[config.mk]
export PLATFORM = sky130hd
export DESIGN_NAME = mem_access_unit_flat
export DESIGN_NICKNAME = d
export VERILOG_FILES = /design/src/rtl/mem_access_unit_if.sv /design/src/rtl/mem_access_unit.sv /design/src/flat_wrapper.sv
export SDC_FILE = /design/constraint.sdc
export NUM_CORES = 1
export LEC_CHECK = 0
export BUFFER_PORTS_ARGS = -buffer_cell sky130_fd_sc_hd__buf_2
export CORE_AREA = 2 2 187 189
export CTS_CLUSTER_SIZE = 10
export DETAILED_ROUTE_END_ITERATION = 8
export DIE_AREA = 0 0 189 191
export HOLD_SLACK_MARGIN = 0.02
export PLACE_DENSITY_LB_ADDON = 0.25
export SLEW_MARGIN = 40
export SYNTH_ARGS = -nofsm -noshare
export SYNTH_HDL_FRONTEND = slang
export SYNTH_SLANG_ARGS = --single-unit
[constraint.sdc]
create_clock -name clock -period 3.9 [get_ports clock]
set_input_delay 0.195 -clock clock [delete_from_list [all_inputs] [get_ports clock]]
set_output_delay 0.195 -clock clock [all_outputs]
set_load 0.005 [all_outputs]
[src/rtl/mem_access_unit_if.sv]
// Data-memory bus between the MEM stage and a multi-cycle memory.
// master: request/write side; slave: ready/response side.
interface mem_access_unit_if #(
  parameter int ADDR_WIDTH = 64
);
  logic                  mem_req_valid;
  logic                  mem_req_ready;
  logic                  mem_we;
  logic [ADDR_WIDTH-1:0] mem_addr;
  logic [63:0]           mem_wdata;
  logic [7:0]            mem_wstrb;
  logic                  mem_resp_valid;
  logic [63:0]           mem_rdata;

  modport master (
    output mem_req_valid, mem_we, mem_addr,
    output mem_wdata, mem_wstrb,
    input  mem_req_ready, mem_resp_valid, mem_rdata
  );

  modport slave (
    input  mem_req_valid, mem_we, mem_addr,
    input  mem_wdata, mem_wstrb,
    output mem_req_ready, mem_resp_valid, mem_rdata
  );
endinterface

[src/rtl/mem_access_unit.sv]
// MEM stage: load/store request FSM, lane alignment, load extension, MEM/WB regs.
// Ports: clock/reset, EXMEM_* in, bus (master), stall/misaligned/bus_timeout, MEMWB_* out.
module mem_access_unit #(
  parameter int ADDR_WIDTH = 64,
  parameter int WAIT_LIMIT = 255
) (
  input  logic        clock,
  input  logic        reset,
  input  logic        EXMEM_RegWrite,
  input  logic        EXMEM_MemToReg,
  input  logic        EXMEM_MemRead,
  input  logic        EXMEM_MemWrite,
  input  logic [2:0]  EXMEM_Funct3,
  input  logic [63:0] EXMEM_ALU_Result,
  input  logic [63:0] EXMEM_Read_Data_2,
  input  logic [4:0]  EXMEM_Instruction_11_7,
  mem_access_unit_if.master bus,
  output logic        stall,
  output logic        misaligned,
  output logic        bus_timeout,
  output logic        MEMWB_RegWrite,
  output logic        MEMWB_MemToReg,
  output logic [63:0] MEMWB_Read_Data,
  output logic [63:0] MEMWB_ALU_Result,
  output logic [4:0]  MEMWB_Instruction_11_7
);

  localparam int CW =
    (WAIT_LIMIT > 1) ? $clog2(WAIT_LIMIT) : 1;
  localparam logic [CW-1:0] LIM = CW'(WAIT_LIMIT - 1);

  typedef enum logic [1:0] {
    S_IDLE, S_REQ, S_WAIT, S_DONE
  } state_t;

  state_t state, state_n;

  logic                  we_q;
  logic [ADDR_WIDTH-1:0] addr_q;
  logic [63:0]           wdata_q;
  logic [7:0]            wstrb_q;
  logic [2:0]            f3_q;
  logic [2:0]            off_q;
  logic [CW-1:0]         cnt;
  logic [63:0]           ldbuf;

  logic        access;
  logic        mis;
  logic        hit;
  logic [2:0]  off;
  logic [7:0]  strb;
  logic [63:0] sh;
  logic [63:0] ld_val;

  assign access = EXMEM_MemRead | EXMEM_MemWrite;
  assign off    = EXMEM_ALU_Result[2:0];
  assign hit    = (WAIT_LIMIT != 0) && (cnt == LIM);

  // Funct3[1:0] encodes access size for both signed and unsigned loads.
  always_comb begin
    mis  = 1'b0;
    strb = 8'hFF;
    case (EXMEM_Funct3[1:0])
      2'd0: strb = 8'h01 << off;
      2'd1: begin
        mis  = off[0];
        strb = 8'h03 << off;
      end
      2'd2: begin
        mis  = |off[1:0];
        strb = 8'h0F << off;
      end
      default: mis = |off;
    endcase
  end

  always_comb begin
    sh     = bus.mem_rdata >> {off_q, 3'b000};
    ld_val = sh;
    case (f3_q)
      3'd0: ld_val = {{56{sh[7]}}, sh[7:0]};
      3'd1: ld_val = {{48{sh[15]}}, sh[15:0]};
      3'd2: ld_val = {{32{sh[31]}}, sh[31:0]};
      3'd4: ld_val = {56'd0, sh[7:0]};
      3'd5: ld_val = {48'd0, sh[15:0]};
      3'd6: ld_val = {32'd0, sh[31:0]};
      default: ld_val = sh;
    endcase
  end

  always_comb begin
    state_n = state;
    stall   = 1'b0;
    unique case (state)
      S_IDLE: begin
        if (access) begin
          stall   = 1'b1;
          state_n = mis ? S_DONE : S_REQ;
        end
      end
      S_REQ: begin
        stall = 1'b1;
        if (bus.mem_req_ready)
          state_n = we_q ? S_DONE : S_WAIT;
      end
      S_WAIT: begin
        stall = 1'b1;
        if (bus.mem_resp_valid || hit)
          state_n = S_DONE;
      end
      default: state_n = S_IDLE;
    endcase
  end

  assign bus.mem_req_valid = (state == S_REQ);
  assign bus.mem_we        = we_q;
  assign bus.mem_addr      = addr_q;
  assign bus.mem_wdata     = wdata_q;
  assign bus.mem_wstrb     = wstrb_q;

  always_ff @(posedge clock) begin
    if (reset) begin
      state                  <= S_IDLE;
      we_q                   <= 1'b0;
      addr_q                 <= '0;
      wdata_q                <= '0;
      wstrb_q                <= '0;
      f3_q                   <= '0;
      off_q                  <= '0;
      cnt                    <= '0;
      ldbuf                  <= '0;
      misaligned             <= 1'b0;
      bus_timeout            <= 1'b0;
      MEMWB_RegWrite         <= 1'b0;
      MEMWB_MemToReg         <= 1'b0;
      MEMWB_Read_Data        <= '0;
      MEMWB_ALU_Result       <= '0;
      MEMWB_Instruction_11_7 <= '0;
    end else begin
      state       <= state_n;
      misaligned  <= (state == S_IDLE) && access && mis;
      bus_timeout <= (state == S_WAIT) &&
                     !bus.mem_resp_valid && hit;
      if (state == S_IDLE && access) begin
        if (mis) begin
          ldbuf <= '0;
        end else begin
          // A combined read+write request is issued as a read.
          we_q    <= EXMEM_MemWrite & ~EXMEM_MemRead;
          addr_q  <= {EXMEM_ALU_Result[ADDR_WIDTH-1:3], 3'b000};
          wdata_q <= EXMEM_Read_Data_2 << {off, 3'b000};
          wstrb_q <= EXMEM_MemRead ? 8'h00 : strb;
          f3_q    <= EXMEM_Funct3;
          off_q   <= off;
        end
      end
      if (state == S_REQ) begin
        cnt <= '0;
      end else if (state == S_WAIT) begin
        cnt <= cnt + 1'b1;
        if (bus.mem_resp_valid)
          ldbuf <= ld_val;
        else if (hit)
          ldbuf <= '0;
      end
      if (!stall) begin
        MEMWB_RegWrite         <= EXMEM_RegWrite;
        MEMWB_MemToReg         <= EXMEM_MemToReg;
        MEMWB_Read_Data        <= ldbuf;
        MEMWB_ALU_Result       <= EXMEM_ALU_Result;
        MEMWB_Instruction_11_7 <= EXMEM_Instruction_11_7;
      end
    end
  end

endmodule

[src/flat_wrapper.sv]
// flat-port wrapper written by rule: the top's interface ports become plain ports
module mem_access_unit_flat 
#(
  parameter int ADDR_WIDTH = 64,
  parameter int WAIT_LIMIT = 255
)
  (clock, reset, EXMEM_RegWrite, EXMEM_MemToReg, EXMEM_MemRead, EXMEM_MemWrite, EXMEM_Funct3, EXMEM_ALU_Result, EXMEM_Read_Data_2, EXMEM_Instruction_11_7, stall, misaligned, bus_timeout, MEMWB_RegWrite, MEMWB_MemToReg, MEMWB_Read_Data, MEMWB_ALU_Result, MEMWB_Instruction_11_7, bus_mem_req_valid, bus_mem_we, bus_mem_addr, bus_mem_wdata, bus_mem_wstrb, bus_mem_req_ready, bus_mem_resp_valid, bus_mem_rdata);
  mem_access_unit_if #(.ADDR_WIDTH(ADDR_WIDTH)) bus_i ();
  input  logic clock;
  input  logic reset;
  input  logic EXMEM_RegWrite;
  input  logic EXMEM_MemToReg;
  input  logic EXMEM_MemRead;
  input  logic EXMEM_MemWrite;
  input  logic [2:0] EXMEM_Funct3;
  input  logic [63:0] EXMEM_ALU_Result;
  input  logic [63:0] EXMEM_Read_Data_2;
  input  logic [4:0] EXMEM_Instruction_11_7;
  output logic stall;
  output logic misaligned;
  output logic bus_timeout;
  output logic MEMWB_RegWrite;
  output logic MEMWB_MemToReg;
  output logic [63:0] MEMWB_Read_Data;
  output logic [63:0] MEMWB_ALU_Result;
  output logic [4:0] MEMWB_Instruction_11_7;
  output wire logic [$bits(bus_i.mem_req_valid)-1:0] bus_mem_req_valid;
  output wire logic [$bits(bus_i.mem_we)-1:0] bus_mem_we;
  output wire logic [$bits(bus_i.mem_addr)-1:0] bus_mem_addr;
  output wire logic [$bits(bus_i.mem_wdata)-1:0] bus_mem_wdata;
  output wire logic [$bits(bus_i.mem_wstrb)-1:0] bus_mem_wstrb;
  input wire logic [$bits(bus_i.mem_req_ready)-1:0] bus_mem_req_ready;
  input wire logic [$bits(bus_i.mem_resp_valid)-1:0] bus_mem_resp_valid;
  input wire logic [$bits(bus_i.mem_rdata)-1:0] bus_mem_rdata;
  assign bus_mem_req_valid = bus_i.mem_req_valid;
  assign bus_mem_we = bus_i.mem_we;
  assign bus_mem_addr = bus_i.mem_addr;
  assign bus_mem_wdata = bus_i.mem_wdata;
  assign bus_mem_wstrb = bus_i.mem_wstrb;
  assign bus_i.mem_req_ready = bus_mem_req_ready;
  assign bus_i.mem_resp_valid = bus_mem_resp_valid;
  assign bus_i.mem_rdata = bus_mem_rdata;
  mem_access_unit #(.ADDR_WIDTH(ADDR_WIDTH), .WAIT_LIMIT(WAIT_LIMIT)) u_core (.clock(clock), .reset(reset), .EXMEM_RegWrite(EXMEM_RegWrite), .EXMEM_MemToReg(EXMEM_MemToReg), .EXMEM_MemRead(EXMEM_MemRead), .EXMEM_MemWrite(EXMEM_MemWrite), .EXMEM_Funct3(EXMEM_Funct3), .EXMEM_ALU_Result(EXMEM_ALU_Result), .EXMEM_Read_Data_2(EXMEM_Read_Data_2), .EXMEM_Instruction_11_7(EXMEM_Instruction_11_7), .bus(bus_i), .stall(stall), .misaligned(misaligned), .bus_timeout(bus_timeout), .MEMWB_RegWrite(MEMWB_RegWrite), .MEMWB_MemToReg(MEMWB_MemToReg), .MEMWB_Read_Data(MEMWB_Read_Data), .MEMWB_ALU_Result(MEMWB_ALU_Result), .MEMWB_Instruction_11_7(MEMWB_Instruction_11_7));
endmodule
After elaboration in Yosys (flattened, before gate mapping)

Cells that the tools add are included.

Bits in latches: 0
ROM bits: 0
Register bits after elaboration: 351
Input port bits: 208
Memories: 0
RAM bits: 0

Bitwise gates (word level): 4
$add $sub $neg: 1
Eq/ne operators: 13
$mul: 0
Reduce and logical (&&, ||, !) cells: 15
Mux-type cells: 18
Shift operators: 5
Div/mod/pow operators: 0
Magnitude comparators: 0

Operator list:

| cell                                                                  | number |
|---|---|
| 64-bit two-way mux                                                    | 6 |
| 64-bit case mux with 6 select lines                                   | 1 |
| 64-bit by 6-bit left shift with 64-bit output                         | 1 |
| 64-bit by 6-bit right shift with 64-bit output                        | 1 |
| 8-bit case mux with 3 select lines                                    | 1 |
| 3-bit equality test, second input constant                            | 3 |
| 8-bit by 1-bit adder with 8-bit output, second input constant         | 1 |
| 8-bit equality test, second input constant                            | 1 |
| 2-bit two-way mux                                                     | 4 |
| 8-bit two-way mux                                                     | 1 |
| 1-bit by 3-bit left shift with 8-bit output, first input constant     | 1 |
| 2-bit by 3-bit left shift with 8-bit output, first input constant     | 1 |
| 4-bit by 3-bit left shift with 8-bit output, first input constant     | 1 |
| 2-bit by 1-bit != test with 1-bit output, second input constant       | 3 |
| 2-bit case mux with 3 select lines                                    | 1 |
| 2-bit OR reduction                                                    | 3 |
| 2-bit by 1-bit equality test with 1-bit output, second input constant | 2 |
| 2-bit equality test, second input constant                            | 2 |
| 1-bit logical AND                                                     | 4 |
| 2-bit logical NOT                                                     | 2 |
| 3-bit by 1-bit equality test with 1-bit output, second input constant | 1 |
| 3-bit by 2-bit equality test with 1-bit output, second input constant | 1 |
| 3-bit logical NOT                                                     | 1 |
| 1-bit case mux with 3 select lines                                    | 1 |
| 10 further kinds                                                      | 12 |

Longest topological paths before layout

Gate-level depths: netlist (run 1).

Depth after elaboration: 8
Mapped depth: 11
Mapped depth without buffers: 8

Least setup slack after synthesis (run 1)

Ideal clock, no wire load.

Kind: register to register
From: register u_core.state[0]
To: register u_core.MEMWB_ALU_Result[57]
Path slack: 1859 ps
Setup time: 70 ps
Buffers on the path: 3
Cell stages (with the launch flop): 11
Period minus slack after synthesis: 2041 ps
Arrival: 1970 ps
Cells stage by stage: dfxtp_1 inv_1 ha_1 o21a_1 nor2_1 or2_2 clkbuf_1 clkbuf_1 buf_1 nand2_1 a21oi_1

Longest elaborated chain between the ends: 3
Elaborated cells between the ends (all ways): 5
Those cells by class: 2 x eq/ne; 1 x mux; 2 x reduce/logical

RTL lines:

| element                                                                                      | line                   | text |
|---|---|---|
| start, declared                                                                              | mem_access_unit.sv:36  | `state_t state, state_n;` |
| start signal, assigned                                                                       | mem_access_unit.sv:140 | `state <= state_n;` |
| 2-bit by 1-bit equality test with 1-bit output / 2-bit equality test (equally long branches) | mem_access_unit.sv:94  | `unique case (state)` |
| 2-bit OR reduction (no line)                                                                 | -                      |  |
| 1-bit case mux with 2 select lines (*)                                                       | mem_access_unit.sv:94  |  |
| end signal, assigned                                                                         | mem_access_unit.sv:170 | `MEMWB_ALU_Result <= EXMEM_ALU_Result;` |
| end, declared                                                                                | mem_access_unit.sv:24  | `output logic [63:0] MEMWB_ALU_Result,` |

Mark *: on every way between the ends. The rest lies on a longest branch, timed or not.
A chain may end at the register's enable or synchronous reset.

Worst setup path in the final report (run 1)

From: register u_core.state[0]
To: output port stall

Longest elaborated chain between the ends: 3
Elaborated cells between the ends (all ways): 5
Those cells by class: 2 x eq/ne; 1 x mux; 2 x reduce/logical

RTL lines:

| element                                                                                      | line                  | text |
|---|---|---|
| 2-bit by 1-bit equality test with 1-bit output / 2-bit equality test (equally long branches) | mem_access_unit.sv:94 |  |
| 2-bit OR reduction (no line)                                                                 | -                     |  |
| 1-bit case mux with 2 select lines (*)                                                       | mem_access_unit.sv:94 |  |
| end, declared                                                                                | flat_wrapper.sv:19    | `output logic stall;` |

Marks and branches as above.

==> results of run 1 <==
## cell type report
| class | instances | area share (%) |
|---|---|---|
| multi-input cells | 1316 | 39.3 |
| flip-flops and latches | 351 | 34.6 |
| repair buffers | 580 | 17.2 |
| clock buffers | 53 | 5.63 |
| well taps | 455 | 2.80 |
| inverters | 12 | 0.234 |
| clock inverters | 3 | 0.0924 |
| diodes | 3 | 0.0370 |
## cells in the mapped netlist, types with 14 or more instances
master	n
clkbuf_1	102
nor3_1	15
o21ai_0	41
or3_1	14
buf_2	44
a211oi_1	26
mux4_2	45
a221o_1	33
nor2_1	119
dfxtp_1	351
mux2_2	23
a2bb2oi_1	16
nand3_1	20
a21oi_1	267
mux2i_1	88
nand2_1	465
a211o_1	25
## worst paths after layout
kind | start | endpoint | slack, ns | depth (start not counted)
worst max-delay path | u_core.state[0]$_SDFFE_PP0P_ | stall | 1.05 | 8
worst min register to register | u_core.MEMWB_ALU_Result[7]$_SDFFE_PP0N_ | u_core.MEMWB_ALU_Result[7]$_SDFFE_PP0N_ | 0.44 | 2
worst min-delay path | bus_mem_rdata[57] | u_core.ldbuf[57]$_SDFF_PP0_ | 0.04 | 2
worst max register to register | u_core.state[0]$_SDFFE_PP0P_ | u_core.ldbuf[31]$_SDFF_PP0_ | 1.34 | 7
## critical path: stages, from the launching register on
cell and delay (ns):
dfxtp_1 0.34, inv_1 0.10, ha_1 0.22, o21a_1 0.22, nor2_1 0.07, or2_4 0.26
inv_4 0.21, buf_12 0.40, buf_2 0.22
## flip-flops by register name (all words and copies together) (netlist names)
name and count:
u_core.MEMWB_ALU_Result 64, u_core.misaligned 1, u_core.bus.mem_addr 61, u_core.bus.mem_wstrb 8, u_core.off_q 3, u_core.cnt 8
u_core.bus_timeout 1, u_core.MEMWB_Instruction_11_7 5, u_core.ldbuf 64, u_core.MEMWB_Read_Data 64, u_core.f3_q 3, u_core.MEMWB_RegWrite 1
u_core.state 2, u_core.bus.mem_wdata 64, u_core.bus.mem_we 1, u_core.MEMWB_MemToReg 1
## logic make-up after synthesis
kind of cell | Yosys count
xor gates and xnor gates | 7
other | 1
buffers and inverters | 175
muxes | 156
DFF | 351
AOI/OAI and AO/OA | 456
and+or+nand+nor | 684
adders and majority gates | 10
## power by group
group	switching [mW]	internal [mW]	total, mW
logic	2.60	1.48	4.08
clock network	1.45	2.03	3.47
registers	0.378	4.19	4.57
## layer usage
| metal | GRT usage (%) | up-vias | wire, um |
|---|---|---|---|
| met1 | 34.3 | 7340 | 20900 |
| met4 | 13.5 | 2 | 2620 |
| li1 | - | 7321 | - |
| met5 | 0 | - | 14 |
| met3 | 7.93 | 139 | 5140 |
| met2 | 48.5 | 723 | 25800 |
==> qor.csv, run 1 <==
stage;metric;value;unit
synthesis;mapped cell area;15700;sq um
detailed_routing;drc violations;0;
synthesis;async set-reset flop share out of synthesis;0;%
floorplan;Core Area;34100;sq um
cts;CTS tree;done;
final_layout;most common cell after layout, fill and taps aside;buf_2;
final_layout;layout filler cell count;3023;
sta;TNS Setup;0;ns
grt;GRT Util Overall;28.9;%
cts;clk buf depth;3;
floorplan;Top Ports;484;
critical_path;worst path required time;3.70;ns
final_layout;fin cells;2773;
cts;CTS hold repair buffers;77;
sta;Max Slew Vio Count;0;
run;max-cap viol count;0;
placed_design;placed cells;2635;
synthesis;Synth Instances;1840;
floorplan;initial core utilization;46.1;%
synthesis;Avg Cell Area, Syn;8.56;sq um
grt;pin count of the biggest net entering global routing;136;
synthesis;mux share of post-synthesis cell area;13.7;%
cts;PostCTS Resize Cnt;0;
pwr;PD cells;597;nW/um^2
final_layout;post-route cell area;20300;sq um
sta;slew at the pin closest to its max-slew limit;0.846;ns
synthesis;post-synthesis cell type count;58;
detailed_routing;number of detailed-route iterations in the first pass;5;
sta;final hold vios;0;
sta;setup violators final;0;
critical_path;Startpoint Class;flip-flop;
detailed_routing;post-route ant nets;0;
synthesis;post-synth top area share;44.6;%
hold_path;Hold Path Class;input port to flip-flop;
sta;setup ws final;1.05;ns
final_layout;share of cells above drive strength 1;27.4;%
detailed_routing;Iter 0 DRT Violations;1001;
sta;Slew HR;43.4;%
sta;Setup Skew;0.00865;ns
synthesis;Synth Flop Type;dfxtp_1;
cts;clock latency on the worst-skew pair;0.52;ns
placed_design;GP Congestion;0.934;
final_layout;most frequent cells in the layout;buf_2 (477), nand2_1 (465), dfxtp_1 (349);
final_layout;Layout area overhead;29.0;%
cts;CTS sink cnt;351;
synthesis;largest family of logic cells by synthesized area;compound AO/OA/AOI/OAI gates;
synthesis;Synth Register Bits;351;
detailed_routing;WL final;54.4;mm
placed_design;area of placed instances;18300;sq um
cts;postcts setup bufs;0;
grt;first-pass GRT wire length;83.1;mm
critical_path;kind of critical path;flip-flop to output port;
detailed_routing;Via density;5.60;
synthesis;Synth Warn #;0;
critical_path;CP arrival;2.66;ns
detailed_routing;drt wl/cell;19.6;um
final_layout;Post-Route Utilization;59.5;%
grt;vias in the first global route;15076;
placed_design;HPWL Detailed;37.5;mm
synthesis;EDFF count, synth;0;
sta;Final period util;73.1;%
cts;CTS Buf Count;42;
final_layout;fin nets;2521;
synthesis;Post-Synth Adder-Cell Area;0.795;%
final_layout;Sequential Area;7030;sq um
pwr;Max VDD drop;0.850;mV
sta;hold slack;0.0442;ns
synthesis;Synth Area in XOR/XNOR;0.389;%
outcome;outcome;finished, final reports clean;
final_layout;area of the multi-input gates;7980;sq um
grt;antenna violations before repair;4;
floorplan;Die H;191;um
pwr;total power;12.1;mW
sta;Tmin final;2.85;ns
sta;max frequency;0.351;GHz
pwr;Leak;8.88;nW
critical_path;CP endpoint kind;output port;
floorplan;Rows;68;
synthesis;Compound-Gate Fraction of Synth Area;17.8;%
sta;RSZ-0062 raised after global routing;false;
detailed_routing;vias;15525;
critical_path;CP max FO;115;
placed_design;PortBufs;480;
grt;Overflow after GRT;0;
placed_design;worst slack at placement;1.38;ns
floorplan;chip width;189;um
floorplan;die area;36100;sq um
synthesis;Yosys top cell by area;dfxtp_1;
cts;Clk pin slew, worst setup/hold paths;0.05;ns
synthesis;sequential element share of the synthesized area;44.6;%
cts;# H-tree levels;2;
synthesis;Synth Area in Simple Gates;17.8;%
cts;CTS root buf;clkbuf_16;
synthesis;synth top area cells;dfxtp_1 (45%), nand2_1 (11%), a21oi_1 (8.5%);
Power figures use the tool's default switching activity.
==> inputs of run 2 (changes only) <==
--- a/config.mk
+++ b/config.mk
@@ -6,10 +6,10 @@
 export NUM_CORES = 1
 export LEC_CHECK = 0
 export BUFFER_PORTS_ARGS = -buffer_cell sky130_fd_sc_hd__buf_2
-export CORE_AREA = 2 2 187 189
+export CORE_AREA = 2 2 188 190
 export CTS_CLUSTER_SIZE = 10
 export DETAILED_ROUTE_END_ITERATION = 8
-export DIE_AREA = 0 0 189 191
+export DIE_AREA = 0 0 190 192
 export HOLD_SLACK_MARGIN = 0.02
 export PLACE_DENSITY_LB_ADDON = 0.25
 export SLEW_MARGIN = 40
==> constraint.sdc (replaced) <==
create_clock -name clock -period 2.7 [get_ports clock]
set_input_delay 0.135 -clock clock [delete_from_list [all_inputs] [get_ports clock]]
set_output_delay 0.135 -clock clock [all_outputs]
set_load 0.005 [all_outputs]
==> run 2 against run 1 <==
First-iteration DRC count up 18%. Final area up 0.90%. Clock skew up 0.0020 ns. Non-clock buffer count up 27.
==> qor.csv, run 2 (same netlist as run 1, synthesis figures left out) <==
stage;metric;value;unit
outcome;outcome;finished, final reports clean;
grt;antenna violations before repair;1;
detailed_routing;Highest Signal Layer;met4;
sta;Slew HR;42.7;%
sta;Final period util;92.2;%
critical_path;worst path required time;2.57;ns
pwr;Int Power;11.2;mW
grt;Overflow after GRT;0;
sta;max frequency;0.402;GHz
cts;clk buf depth;3;
detailed_routing;WL final;54.8;mm
critical_path;kind of critical path;flip-flop to output port;
pwr;Logic pwr share;34.7;%
sta;Max Slew Vio Count;0;
hold_path;Hold Crit Endpoint;u_core.bus.mem_wdata[4]$_SDFFE_PP0P_;
critical_path;r2r endpoint;u_core.MEMWB_Instruction_11_7[4]$_SDFFE_PP0N_;
cts;Clk pin slew, worst setup/hold paths;0.06;ns
sta;slew at the pin closest to its max-slew limit;0.858;ns
sta;RSZ-0062 raised after global routing;false;
floorplan;Rows;68;
grt;pin count of the biggest net entering global routing;165;
placed_design;GP Congestion;0.912;
pwr;Leak;8.98;nW
detailed_routing;met3 wire length;4.62;mm
cts;CTS Buf Count;42;
floorplan;Top Ports;484;
critical_path;R2R cell count;8;
final_layout;most common cell after layout, fill and taps aside;buf_2;
detailed_routing;met1 WL;21.6;mm
pwr;share of power burned in registers;37.3;%
sta;final hold vios;0;
cts;postcts setup bufs;0;
placed_design;HPWL Detailed;38.5;mm
critical_path;r2r setup slk;0.39;ns
cts;CTS sink cnt;351;
critical_path;CP endpoint kind;output port;
sta;setup violators final;0;
detailed_routing;drt wl/cell;19.6;um
hold_path;HP Start;EXMEM_Read_Data_2[4];
final_layout;layout filler cell count;3040;
cts;CTS root buf;clkbuf_16;
detailed_routing;Via density;5.59;
cts;clock latency on the worst-skew pair;0.53;ns
pwr;switch share;36.5;%
floorplan;die area;36500;sq um
grt;vias in the first global route;14894;
critical_path;Startpoint Class;flip-flop;
detailed_routing;number of detailed-route iterations in the first pass;5;
sta;TNS Setup;0;ns
sta;Setup Skew;0.0107;ns
placed_design;worst slack at placement;0.445;ns
sta;hold slack;0.0452;ns
cts;PostCTS Resize Cnt;0;
final_layout;most frequent cells in the layout;buf_2 (478), nand2_1 (465), dfxtp_1 (349);
cts;CTS hold repair buffers;88;
detailed_routing;Iter 0 DRT Violations;1179;
sta;setup ws final;0.210;ns
critical_path;CP arrival;2.35;ns
floorplan;Die H;192;um
run;max-cap viol count;0;
detailed_routing;wire length on met2;26.2;mm
detailed_routing;post-route ant nets;0;
pwr;clock power share;28.0;%
final_layout;Layout area overhead;30.1;%
sta;Tmin final;2.49;ns
final_layout;share of cells above drive strength 1;27.7;%
floorplan;chip width;190;um
critical_path;CP max FO;29;
pwr;Sw Pwr;6.43;mW
grt;GRT Util Overall;28.7;%
grt;first-pass GRT wire length;83.0;mm
critical_path;CP startpoint;u_core.state[0]$_SDFFE_PP0P_;
pwr;PD cells;860;nW/um^2
final_layout;fin cells;2797;
final_layout;fin nets;2548;
detailed_routing;vias;15641;
floorplan;initial core utilization;45.9;%
hold_path;hold depth;4;
cts;# H-tree levels;2;
cts;CTS tree;done;
detailed_routing;drc violations;0;
placed_design;placed cells;2653;
placed_design;PortBufs;480;
hold_path;Hold Path Class;input port to flip-flop;
pwr;Max VDD drop;0.769;mV
critical_path;Critical R2R Launch;u_core.state[0]$_SDFFE_PP0P_;
floorplan;Core Area;34300;sq um
-- run 2: power groups by stage --
stage	sequential, mW	clock (mW)	combinational, mW
finish	6.57	4.94	6.12
detailed placement	6.64	0	5.99
floorplan	6.61	0	3.63
CTS	6.55	5.03	6.11
global placement	6.61	0	5.89
global route	6.65	5.23	6.69
-- run 2: area by class of cell --
type	count	area (sq um)	area share [%]
Antenna cell	2	5.00	0.0244
Clock buffer	50	1110	5.43
Multi-Input combinational cell	1316	7980	38.9
Tap cell	455	569	2.78
Sequential cell	351	7030	34.3
Inverter	12	47.5	0.232
Timing Repair Buffer	607	3720	18.1
Clock inverter	4	26.3	0.128
-- run 2: how the worst max path moves through the flow --
stage / endpoint / slack (ns)
final: stall / 0.21
after global routing: stall / 0.05
after floorplan: u_core.MEMWB_ALU_Result[57]$_SDFFE_PP0N_ / 0.66
after detailed placement: u_core.ldbuf[55]$_SDFF_PP0_ / 0.45
after CTS: stall / 0.16
after global placement: u_core.ldbuf[51]$_SDFF_PP0_ / 0.51
-- run 2: metrics by stage --
stage | total power, mW | util (%) | area, sq um
3_5_place_dp | 12.6 | 53.8 | 18500
2_1_floorplan | 10.2 | - | 15800
5_1_grt | 18.6 | 59.7 | 20500
4_1_cts | 17.7 | 59.7 | 20500
6_report | 17.6 | 59.8 | 20500
3_3_place_gp | 12.5 | 53.8 | 18500
-- run 2: critical path: stages, from the launching register on --
cell,delay (ns)
dfxtp_1,0.33
inv_1,0.10
ha_1,0.23
o21a_1,0.21
nor2_1,0.05
or2_4,0.35
inv_4,0.33
buf_2,0.19
-- run 2: metal layers --
metal | up-vias | track usage (%)
li1 | 7372 | -
met1 | 7438 | 35.2
met2 | 703 | 48.3
met3 | 128 | 5.92
met4 | 0 | 13.2
met5 | - | 0
==> inputs of run 3 (changes only) <==
--- a/config.mk
+++ b/config.mk
@@ -5,11 +5,12 @@
 export SDC_FILE = /design/constraint.sdc
 export NUM_CORES = 1
 export LEC_CHECK = 0
+export ABC_AREA = 1
 export BUFFER_PORTS_ARGS = -buffer_cell sky130_fd_sc_hd__buf_2
-export CORE_AREA = 2 2 188 190
+export CORE_AREA = 2 2 186 188
 export CTS_CLUSTER_SIZE = 10
 export DETAILED_ROUTE_END_ITERATION = 8
-export DIE_AREA = 0 0 190 192
+export DIE_AREA = 0 0 188 190
 export HOLD_SLACK_MARGIN = 0.02
 export PLACE_DENSITY_LB_ADDON = 0.25
 export SLEW_MARGIN = 40
==> run 3 against run 2 <==
Register-to-register slack gained 0.03 ns. Critical path depth grew 1. Setup slack lost 0.057 ns. First-iteration DRC count grew 36%. Synthesized cell count grew 29%. Sequential power grew 14%. Clock power shrank 2%.
==> qor.csv, run 3 <==
stage;metric;value;unit
pwr;Max VDD drop;0.652;mV
cts;clock latency on the worst-skew pair;0.52;ns
critical_path;Top cell by count, worst path;inv_1;
grt;GRT Util Overall;32.0;%
critical_path;r2r endpoint;u_core.MEMWB_ALU_Result[11]$_SDFFE_PP0N_;
detailed_routing;WL final;60.4;mm
floorplan;Core Area;33900;sq um
outcome;outcome;finished, final reports clean;
critical_path;Startpoint Class;flip-flop;
sta;hold slack;0.0328;ns
detailed_routing;drc violations;0;
grt;vias in the first global route;17222;
pwr;PD cells;1030;nW/um^2
floorplan;initial core utilization;48.2;%
sta;slew at the pin closest to its max-slew limit;0.771;ns
synthesis;post-synth top area share;42.9;%
floorplan;Die H;190;um
detailed_routing;number of detailed-route iterations in the first pass;5;
final_layout;Layout area overhead;26.9;%
synthesis;mapped cell area;16400;sq um
synthesis;EDFF count, synth;0;
cts;CTS sink cnt;351;
final_layout;most frequent cells in the layout;buf_2 (479), nand2_1 (458), nor2_1 (435);
sta;setup ws final;0.153;ns
sta;final hold vios;0;
synthesis;Synth Warn #;0;
detailed_routing;Via density;5.57;
cts;Clk pin slew, worst setup/hold paths;0.05;ns
synthesis;commonest cells in the netlist;nand2_1 (459), nor2_1 (436), o21ai_0 (377);
final_layout;Sequential Area;7030;sq um
detailed_routing;Iter 0 DRT Violations;1609;
critical_path;Bufs and invs on worst path;5;
grt;pin count of the biggest net entering global routing;120;
cts;clk buf depth;3;
final_layout;most common cell after layout, fill and taps aside;buf_2;
critical_path;Crit. path cell count;8;
synthesis;top-count cell post-synth;nand2_1;
grt;Overflow after GRT;0;
critical_path;CP endpoint kind;output port;
placed_design;HPWL Detailed;41.7;mm
cts;CTS Buf Count;41;
cts;# H-tree levels;2;
detailed_routing;post-route ant nets;0;
sta;TNS Setup;0;ns
final_layout;area of the multi-input gates;8070;sq um
cts;CTS tree;done;
critical_path;kind of critical path;flip-flop to output port;
final_layout;share of cells above drive strength 1;21.2;%
detailed_routing;vias;18259;
floorplan;Top Ports;484;
critical_path;Critical R2R Launch;u_core.state[0]$_SDFFE_PP0P_;
detailed_routing;drt wl/cell;18.4;um
critical_path;CP startpoint;u_core.state[0]$_SDFFE_PP0P_;
final_layout;fin nets;3032;
critical_path;slowest CP cell;a21oi_4;
pwr;Leak;9.74;nW
critical_path;CP max FO;30;
grt;first-pass GRT wire length;92.1;mm
critical_path;worst path required time;2.57;ns
placed_design;PortBufs;480;
critical_path;critical path's largest stage delay;0.38;ns
synthesis;Synth Instances;2368;
sta;setup violators final;0;
pwr;total power;21.4;mW
synthesis;Synth Flop Type;dfxtp_1;
hold_path;Hold Path Class;input port to flip-flop;
synthesis;Synth Register Bits;351;
critical_path;R2R cell count;10;
sta;Tmin final;2.55;ns
sta;Max Slew Vio Count;0;
critical_path;r2r setup slk;0.42;ns
sta;max frequency;0.393;GHz
floorplan;Rows;68;
run;max-cap viol count;0;
synthesis;sequential element share of the synthesized area;42.9;%
floorplan;chip width;188;um
synthesis;post-synthesis cell type count;42;
synthesis;synth top area cells;dfxtp_1 (43%), o21ai_0 (12%), nand2_1 (11%);
placed_design;GP Congestion;1.01;
synthesis;Yosys top cell by area;dfxtp_1;
final_layout;layout filler cell count;3184;
placed_design;placed cells;3142;
critical_path;worst path cell trace;inv_1, ha_1, inv_1, nor2_1, inv_1, a21oi_4, clkbuf_16, buf_2;
sta;Slew HR;48.6;%
critical_path;CP arrival;2.41;ns
floorplan;die area;35700;sq um
hold_path;HP Start;EXMEM_Funct3[2];
final_layout;fin cells;3278;
synthesis;async set-reset flop share out of synthesis;0;%
cts;CTS root buf;clkbuf_16;
hold_path;Hold Crit Endpoint;u_core.f3_q[2]$_SDFFE_PP0P_;
critical_path;crit-path leading delay family;buffers and inverters;
sta;Setup Skew;0.0142;ns
hold_path;hold depth;3;
placed_design;worst slack at placement;0.457;ns
grt;antenna violations before repair;3;
synthesis;Avg Cell Area, Syn;6.91;sq um
sta;Final period util;94.3;%
sta;RSZ-0062 raised after global routing;false;
run 3: cell types whose count changed after synthesis, moves of 25 or more:
cell,previous run,this run
o21ai_0,41,377
nor2_1,119,436
nand3_1,20,142
a21oi_1,267,168
mux2i_1,88,0
inv_1,10,61
mux4_2,45,0
nand4_1,5,45
buf_2,44,82
a221o_1,33,0
a211oi_1,26,0
a211o_1,25,0
run 3: report_power, final:
part,internal (mW),total [mW],switching (mW)
Sequential,6.70,7.52,0.812
Clock,2.84,4.86,2.02
Combinational,3.19,9.02,5.83
run 3: metrics by stage:
step	cell area, sq um	utilization [%]
2_1_floorplan	16400	-
3_3_place_gp	18800	55.3
3_5_place_dp	18800	55.3
4_1_cts	20700	61.1
5_1_grt	20800	61.1
6_report	20800	61.1
run 3: worst max path at each step:
stage                                          endpoint  slack (ns)
6_report                                          stall        0.15
5_1_grt                                           stall       0.007
4_1_cts                                           stall        0.14
3_5_place_dp       u_core.bus.mem_wdata[3]$_SDFFE_PP0P_        0.46
3_3_place_gp       u_core.bus.mem_addr[36]$_SDFFE_PP0P_        0.53
2_1_floorplan  u_core.MEMWB_ALU_Result[60]$_SDFFE_PP0N_        1.04
run 3: final cells by class:
class | count | area share, %
inverter | 70 | 1.31
sequential | 351 | 33.9
clock inverter | 2 | 0.0663
tap | 455 | 2.74
antenna | 2 | 0.0241
multi-input combinational | 1747 | 38.9
timing repair buffer | 603 | 17.8
clock buffer | 48 | 5.32
run 3: kinds of logic (layout without fill, tap and decap cells):
group,count (synthesis),after routing,synth area share [%]
simple gates,1114,1114,27.9
compound gates,620,620,20.5
flops,351,351,42.9
buf+inv,272,723,7.85
fa+ha+maj,10,10,0.765
other cells,1,5,0.0229
run 3: per-layer routing:
layer	part of all wire [%]	global-route usage, %	wire length (um)	vias up
met5	0.043	0	26	-
met4	6.2	18.7	3730	4
met3	8.4	6.47	5090	208
met2	47	53.5	28200	915
met1	39	38.2	23400	8381
li1	-	-	-	8751
run 3: repair_timing:
item | 4_1_cts | 5_1_grt
resized for setup | 0 | 2
hold endpoints to repair | 161 | 0
setup buffers | 0 | 0
hold buffers | 82 | 0
setup endpoints to repair | 0 | 1
run 3: worst min-delay path, cell delays in order:
cell	delay, ns
buf_2	0.13
o21ai_0	0.12
a21oi_1	0.12
